## src/rtl/ram_arbiter.sv

```systemverilog
// Two-master arbiter for the single-port data RAM with bus locking, lock timeout and misaligned-store blocking.
// Define RAM_ARB_ROUND_ROBIN_EN for round-robin priority; otherwise m0 has fixed priority.
module ram_arbiter #(
  parameter int unsigned LOCK_MAX = 16
) (
  input  logic        clk,
  input  logic        rst,
  input  logic        m0_req,
  input  logic        m0_lock,
  input  logic        m0_we,
  input  logic [1:0]  m0_mem_ctrl,
  input  logic [31:0] m0_addr,
  input  logic [31:0] m0_wdata,
  output logic        m0_gnt,
  output logic        m0_rvalid,
  output logic [31:0] m0_rdata,
  output logic        m0_err,
  input  logic        m1_req,
  input  logic        m1_lock,
  input  logic        m1_we,
  input  logic [1:0]  m1_mem_ctrl,
  input  logic [31:0] m1_addr,
  input  logic [31:0] m1_wdata,
  output logic        m1_gnt,
  output logic        m1_rvalid,
  output logic [31:0] m1_rdata,
  output logic        m1_err,
  output logic        ram_we,
  output logic [1:0]  ram_mem_ctrl,
  output logic [31:0] ram_address,
  output logic [31:0] ram_data_in,
  input  logic [31:0] ram_data_out
);

  localparam int unsigned CW = $clog2(LOCK_MAX) + 1;
  localparam logic [CW-1:0] LOCK_LAST = CW'(LOCK_MAX - 1);
  localparam logic [1:0] MC_STORE_HW = 2'b01;

  typedef enum logic [1:0] {IDLE, OWN0, OWN1} state_t;

  state_t        state_q, state_d;
  logic [CW-1:0] lock_cnt_q, lock_cnt_d;
  logic          m0_rvalid_q, m0_rvalid_d, m1_rvalid_q, m1_rvalid_d;
  logic          m0_err_q, m0_err_d, m1_err_q, m1_err_d;
  logic          prio_sel;
  logic          any_gnt, illegal;
  logic          sel_we;
  logic [1:0]    sel_ctrl;
  logic [31:0]   sel_addr, sel_wdata;

`ifdef RAM_ARB_ROUND_ROBIN_EN
  logic prio_q, prio_d;
  assign prio_sel = prio_q;
`else
  assign prio_sel = 1'b0;
`endif

  // Grant is gated by reset so nothing reaches the RAM while rst is held.
  always_comb begin
    m0_gnt = 1'b0;
    m1_gnt = 1'b0;
    if (!rst) begin
      case (state_q)
        IDLE: begin
          if (m0_req && m1_req) begin
            m0_gnt = !prio_sel;
            m1_gnt = prio_sel;
          end else begin
            m0_gnt = m0_req;
            m1_gnt = m1_req;
          end
        end
        OWN0:    m0_gnt = m0_req;
        OWN1:    m1_gnt = m1_req;
        default: ;
      endcase
    end
  end

  assign any_gnt   = m0_gnt | m1_gnt;
  assign sel_we    = m1_gnt ? m1_we       : m0_we;
  assign sel_ctrl  = m1_gnt ? m1_mem_ctrl : m0_mem_ctrl;
  assign sel_addr  = m1_gnt ? m1_addr     : m0_addr;
  assign sel_wdata = m1_gnt ? m1_wdata    : m0_wdata;
  assign illegal   = sel_we && (sel_ctrl == MC_STORE_HW) && (sel_addr[1:0] == 2'b11);

  assign ram_we       = any_gnt & sel_we & ~illegal;
  assign ram_mem_ctrl = any_gnt ? sel_ctrl  : '0;
  assign ram_address  = any_gnt ? sel_addr  : '0;
  assign ram_data_in  = any_gnt ? sel_wdata : '0;

  assign m0_rvalid_d = m0_gnt & ~sel_we;
  assign m1_rvalid_d = m1_gnt & ~sel_we;
  assign m0_err_d    = m0_gnt & illegal;
  assign m1_err_d    = m1_gnt & illegal;

  always_comb begin
    state_d    = state_q;
    lock_cnt_d = lock_cnt_q;
`ifdef RAM_ARB_ROUND_ROBIN_EN
    prio_d     = prio_q;
`endif
    case (state_q)
      IDLE: begin
        if (m0_gnt) begin
`ifdef RAM_ARB_ROUND_ROBIN_EN
          prio_d = 1'b1;
`endif
          if (m0_lock) begin
            state_d    = OWN0;
            lock_cnt_d = CW'(1);
          end
        end else if (m1_gnt) begin
`ifdef RAM_ARB_ROUND_ROBIN_EN
          prio_d = 1'b0;
`endif
          if (m1_lock) begin
            state_d    = OWN1;
            lock_cnt_d = CW'(1);
          end
        end
      end
      OWN0: begin
        if (lock_cnt_q == LOCK_LAST) begin
          state_d    = IDLE;
          lock_cnt_d = '0;
`ifdef RAM_ARB_ROUND_ROBIN_EN
          prio_d     = 1'b1;
`endif
        end else if (!m0_lock) begin
          state_d    = IDLE;
          lock_cnt_d = '0;
        end else begin
          lock_cnt_d = lock_cnt_q + 1'b1;
        end
      end
      OWN1: begin
        if (lock_cnt_q == LOCK_LAST) begin
          state_d    = IDLE;
          lock_cnt_d = '0;
`ifdef RAM_ARB_ROUND_ROBIN_EN
          prio_d     = 1'b0;
`endif
        end else if (!m1_lock) begin
          state_d    = IDLE;
          lock_cnt_d = '0;
        end else begin
          lock_cnt_d = lock_cnt_q + 1'b1;
        end
      end
      default: begin
        state_d    = IDLE;
        lock_cnt_d = '0;
      end
    endcase
  end

  always_ff @(posedge clk or posedge rst) begin
    if (rst) begin
      state_q     <= IDLE;
      lock_cnt_q  <= '0;
      m0_rvalid_q <= 1'b0;
      m1_rvalid_q <= 1'b0;
      m0_err_q    <= 1'b0;
      m1_err_q    <= 1'b0;
`ifdef RAM_ARB_ROUND_ROBIN_EN
      prio_q      <= 1'b0;
`endif
    end else begin
      state_q     <= state_d;
      lock_cnt_q  <= lock_cnt_d;
      m0_rvalid_q <= m0_rvalid_d;
      m1_rvalid_q <= m1_rvalid_d;
      m0_err_q    <= m0_err_d;
      m1_err_q    <= m1_err_d;
`ifdef RAM_ARB_ROUND_ROBIN_EN
      prio_q      <= prio_d;
`endif
    end
  end

  assign m0_rvalid = m0_rvalid_q;
  assign m1_rvalid = m1_rvalid_q;
  assign m0_err    = m0_err_q;
  assign m1_err    = m1_err_q;
  assign m0_rdata  = ram_data_out;
  assign m1_rdata  = ram_data_out;

endmodule
```

## config.mk

```make
export PLATFORM = sky130hd
export DESIGN_NAME = ram_arbiter
export DESIGN_NICKNAME = d
export VERILOG_FILES = /design/src/rtl/ram_arbiter.sv
export SDC_FILE = /design/constraint.sdc
export NUM_CORES = 1
export LEC_CHECK = 0
export BUFFER_PORTS_ARGS = -buffer_cell sky130_fd_sc_hd__buf_2
export CORE_AREA = 8 8 115 117
export CTS_CLUSTER_DIAMETER = 40
export DETAILED_ROUTE_END_ITERATION = 8
export DIE_AREA = 0 0 123 125
export GPL_ROUTABILITY_DRIVEN = 0
export GPL_TIMING_DRIVEN = 0
export MAX_ROUTING_LAYER = met4
export PLACE_DENSITY = 0.61
export SKIP_LAST_GASP = 1
export SYNTH_ARGS = -nofsm -noshare
export SYNTH_HDL_FRONTEND = slang
export SYNTH_SLANG_ARGS = --single-unit
```

## constraint.sdc

```tcl
create_clock -name clk -period 4.85 [get_ports clk]
set_clock_uncertainty 0.2 [all_clocks]
set_input_delay 0.485 -clock clk [delete_from_list [all_inputs] [get_ports clk]]
set_output_delay 0.485 -clock clk [all_outputs]
set_load 0.05 [all_outputs]
```

==> flow_metrics.py <==
metrics = {
    "run_status": {
        "status": "completed",
    },
    "drt": {
        "route.vias.total": 2703,
        "wl_um": 11090,
        "first_iter_violations": 87,
        "postRouteAntennaNets": 0,
        "detail_route.vias_per_cell": 4.250,
        "firstDrtPassIters": 4,
        "wl_per_cell_um": 17.44,
        "detail_route.drc_violations": 0,
    },
    "synthesis": {
        "netlist_instances": 207,
        "synth_fa_ha_area_share_pct": 1.429,
        "yosysSeqAreaShare_pct": 15.71,
        "ys.flop_type": "dfrtp_1",
        "avgSynthCellArea_um2": 8.462,
        "synth_mux_area_share_pct": 1.214,
        "synth_warnings": 0,
        "synthArstFlopShare_pct": 100.0,
        "synth-seq-cells": 11,
        "syn_area_um2": 1752,
        "synth_top_family_by_area": "compound AO/OA/AOI/OAI gates",
        "synth_compound_area_share_pct": 37.79,
        "ys_types": 34,
        "synthXorXnorAreaFrac_pct": 0,
        "synth_edf_count": 0,
        "synth_nets": 381,
        "synthSimpleGateAreaFrac_pct": 10.86,
    },
    "sta": {
        "finalMaxSlewViolations": 0,
        "min_period_ns": 3.175,
        "fin_crit_sh_pct": 65.46,
        "setup_viol": 0,
        "rsz0062_at_grt": "no",
        "hold_viol_final": 0,
        "setup_tns_ns": 0,
        "maxSlewHeadroom_pct": 67.68,
        "worst_pin_slew_ns": 0.4848,
        "max_freq_mhz": 315.0,
    },
    "clock_tree": {
        "cts_sinks": 11,
        "insertion_delay_ns": 0.24,
        "post_cts_resized": 0,
        "cts_root_buf": "clkbuf_16",
        "cts_buffers": 3,
        "htree_levels": 1,
        "clk_pin_slew_ns": 0.04,
        "clockBufferDepth": 2,
        "cts_tree": "built",
        "postCtsHoldBufs": 0,
        "postCtsSetupRepairBufs": 0,
    },
    "layout": {
        "final_common_cell": "buf_2",
        "fin_nets": 662,
        "final_util_pct": 29.29,
        "layout_common_cells": "buf_2 (285), a22o_1 (67), buf_4 (67), dfrtp_1 (11)",
        "layout-drive-gt1-share_pct": 73.72,
        "num-fill-cells": 1279,
        "area_delta_synth_final_pct": 94.14,
    },
    "placement": {
        "hpwl_um": 9873,
        "port_buffers": 276,
    },
    "critical_path": {
        "cp-startpoint": "rst",
        "endpoint_kind": "output pin",
        "worstPathArrival_ns": 2.49,
        "r2r-start": "lock_cnt_q[0]",
        "path_max_fanout": 12,
        "path_class": "in2out",
        "cp.required_ns": 4.16,
        "worstSetupStartpointType": "input pin",
    },
    "grt": {
        "grt_use_total_pct": 13.21,
        "grt_start_max_net_pins": 13,
        "grt_pass1_wl_um": 15830,
        "antenna_found_initial": 3,
        "first_global_vias": 2943,
        "overflow": 0,
    },
    "floorplanning": {
        "die_area_um2": 15380,
        "initial_core_util_pct": 15.09,
        "fp.dieW_um": 123,
        "rows": 40,
        "ioPinCount": 309,
        "core_um2": 11610,
        "die_h_um": 125,
    },
    "min_path": {
        "hp-class": "in2async",
    },
    "pwr": {
        "vdd_ir_drop_max_v": 0.0001425,
        "powerDensity_nw_per_um2": 229.7,
        "p_leak_nw": 2.081,
    },
    "job": {
        "cap_violations": 0,
    },
}
## logic make-up after synthesis
family	count (synthesis)
AOI/OAI and AO/OA	78
muxes	2
buffers and inverters	84
and+or+nand+nor	30
adders and majority gates	2
DFF	11
## worst paths after layout
path	to	slack (ns)	depth (start not counted)
max reg2reg	lock_cnt_q[3]	2.75	6
min reg2reg	lock_cnt_q[3]	0.30	1
max in group asynchronous	m1_err	4.06	2
max	ram_data_in[14]	1.68	8
min in group clk	m0_rvalid	0.24	2
min	lock_cnt_q[0]	0.07	2
## registers in the layout (all words and copies together), names as in the netlist
register,count
lock_cnt_q,5
m0_err,1
m0_rvalid,1
state_q,2
m1_err,1
m1_rvalid,1
## layer usage
| metal | track usage [%] | vias to the layer above | wire, µm |
|---|---|---|---|
| met5 | - | - | 0 |
| met3 | 3.105 | 13 | 1245 |
| met1 | 12.89 | 1228 | 3785 |
| met4 | 3.047 | 0 | 170 |
| met2 | 25.38 | 182 | 5891 |
| li1 | - | 1280 | - |
## critical path: stages
cell and delay [ns]:
buf_2 0.11, inv_1 0.35, nand2_1 0.19, nor2_2 0.28, buf_2 0.32, buf_2 0.26
a22o_1 0.21, buf_2 0.28
## report_power, final
group | internal, mW | total, mW | switching (mW)
Combinational | 0.166 | 0.514 | 0.348
Sequential | 0.104 | 0.116 | 0.0121
Clock | 0.110 | 0.151 | 0.0411
Total | 0.380 | 0.781 | 0.401
## stage by stage
step | hold WS [ns] | cells | worst slack (ns) | power, mW | instance area (µm²)
finish | 0.06792 | 636 | 1.675 | 0.7813 | 3401
global route | 0.1247 | 636 | 1.389 | 0.8188 | 3401
CTS | 0.08479 | 634 | 1.547 | 0.7904 | 3396
detailed placement | 0.2891 | 630 | 1.548 | 0.6354 | 3317
global placement | 0.2629 | 630 | 1.592 | 0.6299 | 3317
floorplan | 0.1456 | 207 | 1.883 | 0.4838 | 1752
## area by class of cell
type | instances | area [µm²] | share of cell area (%)
Antenna cell | 2 | 5.005 | 0.1472
Buffer | 80 | 563.0 | 16.56
Clock buffer | 4 | 78.83 | 2.318
Inverter | 4 | 15.01 | 0.4415
Multi-Input combinational cell | 112 | 898.4 | 26.42
Sequential cell | 11 | 275.3 | 8.094
Tap cell | 147 | 183.9 | 5.408
Timing Repair Buffer | 276 | 1381 | 40.62
## cell usage after synthesis (2+ instances only)
library cell	n	area (µm²)
nand2b_1	4	25.02
a21oi_1	4	20.02
a31oi_1	2	12.51
a22o_1	67	586.8
buf_4	67	503.0
nor2_1	4	15.01
inv_1	4	15.01
buf_2	9	45.04
ha_1	2	25.02
nand4_1	2	12.51
nor4_1	2	12.51
nand3b_1	3	22.52
dfrtp_1	11	275.3
nor3_1	2	10.01
nand2_1	3	11.26
buf_1	3	11.26
No activity file was read; power rests on OpenSTA's default activity.
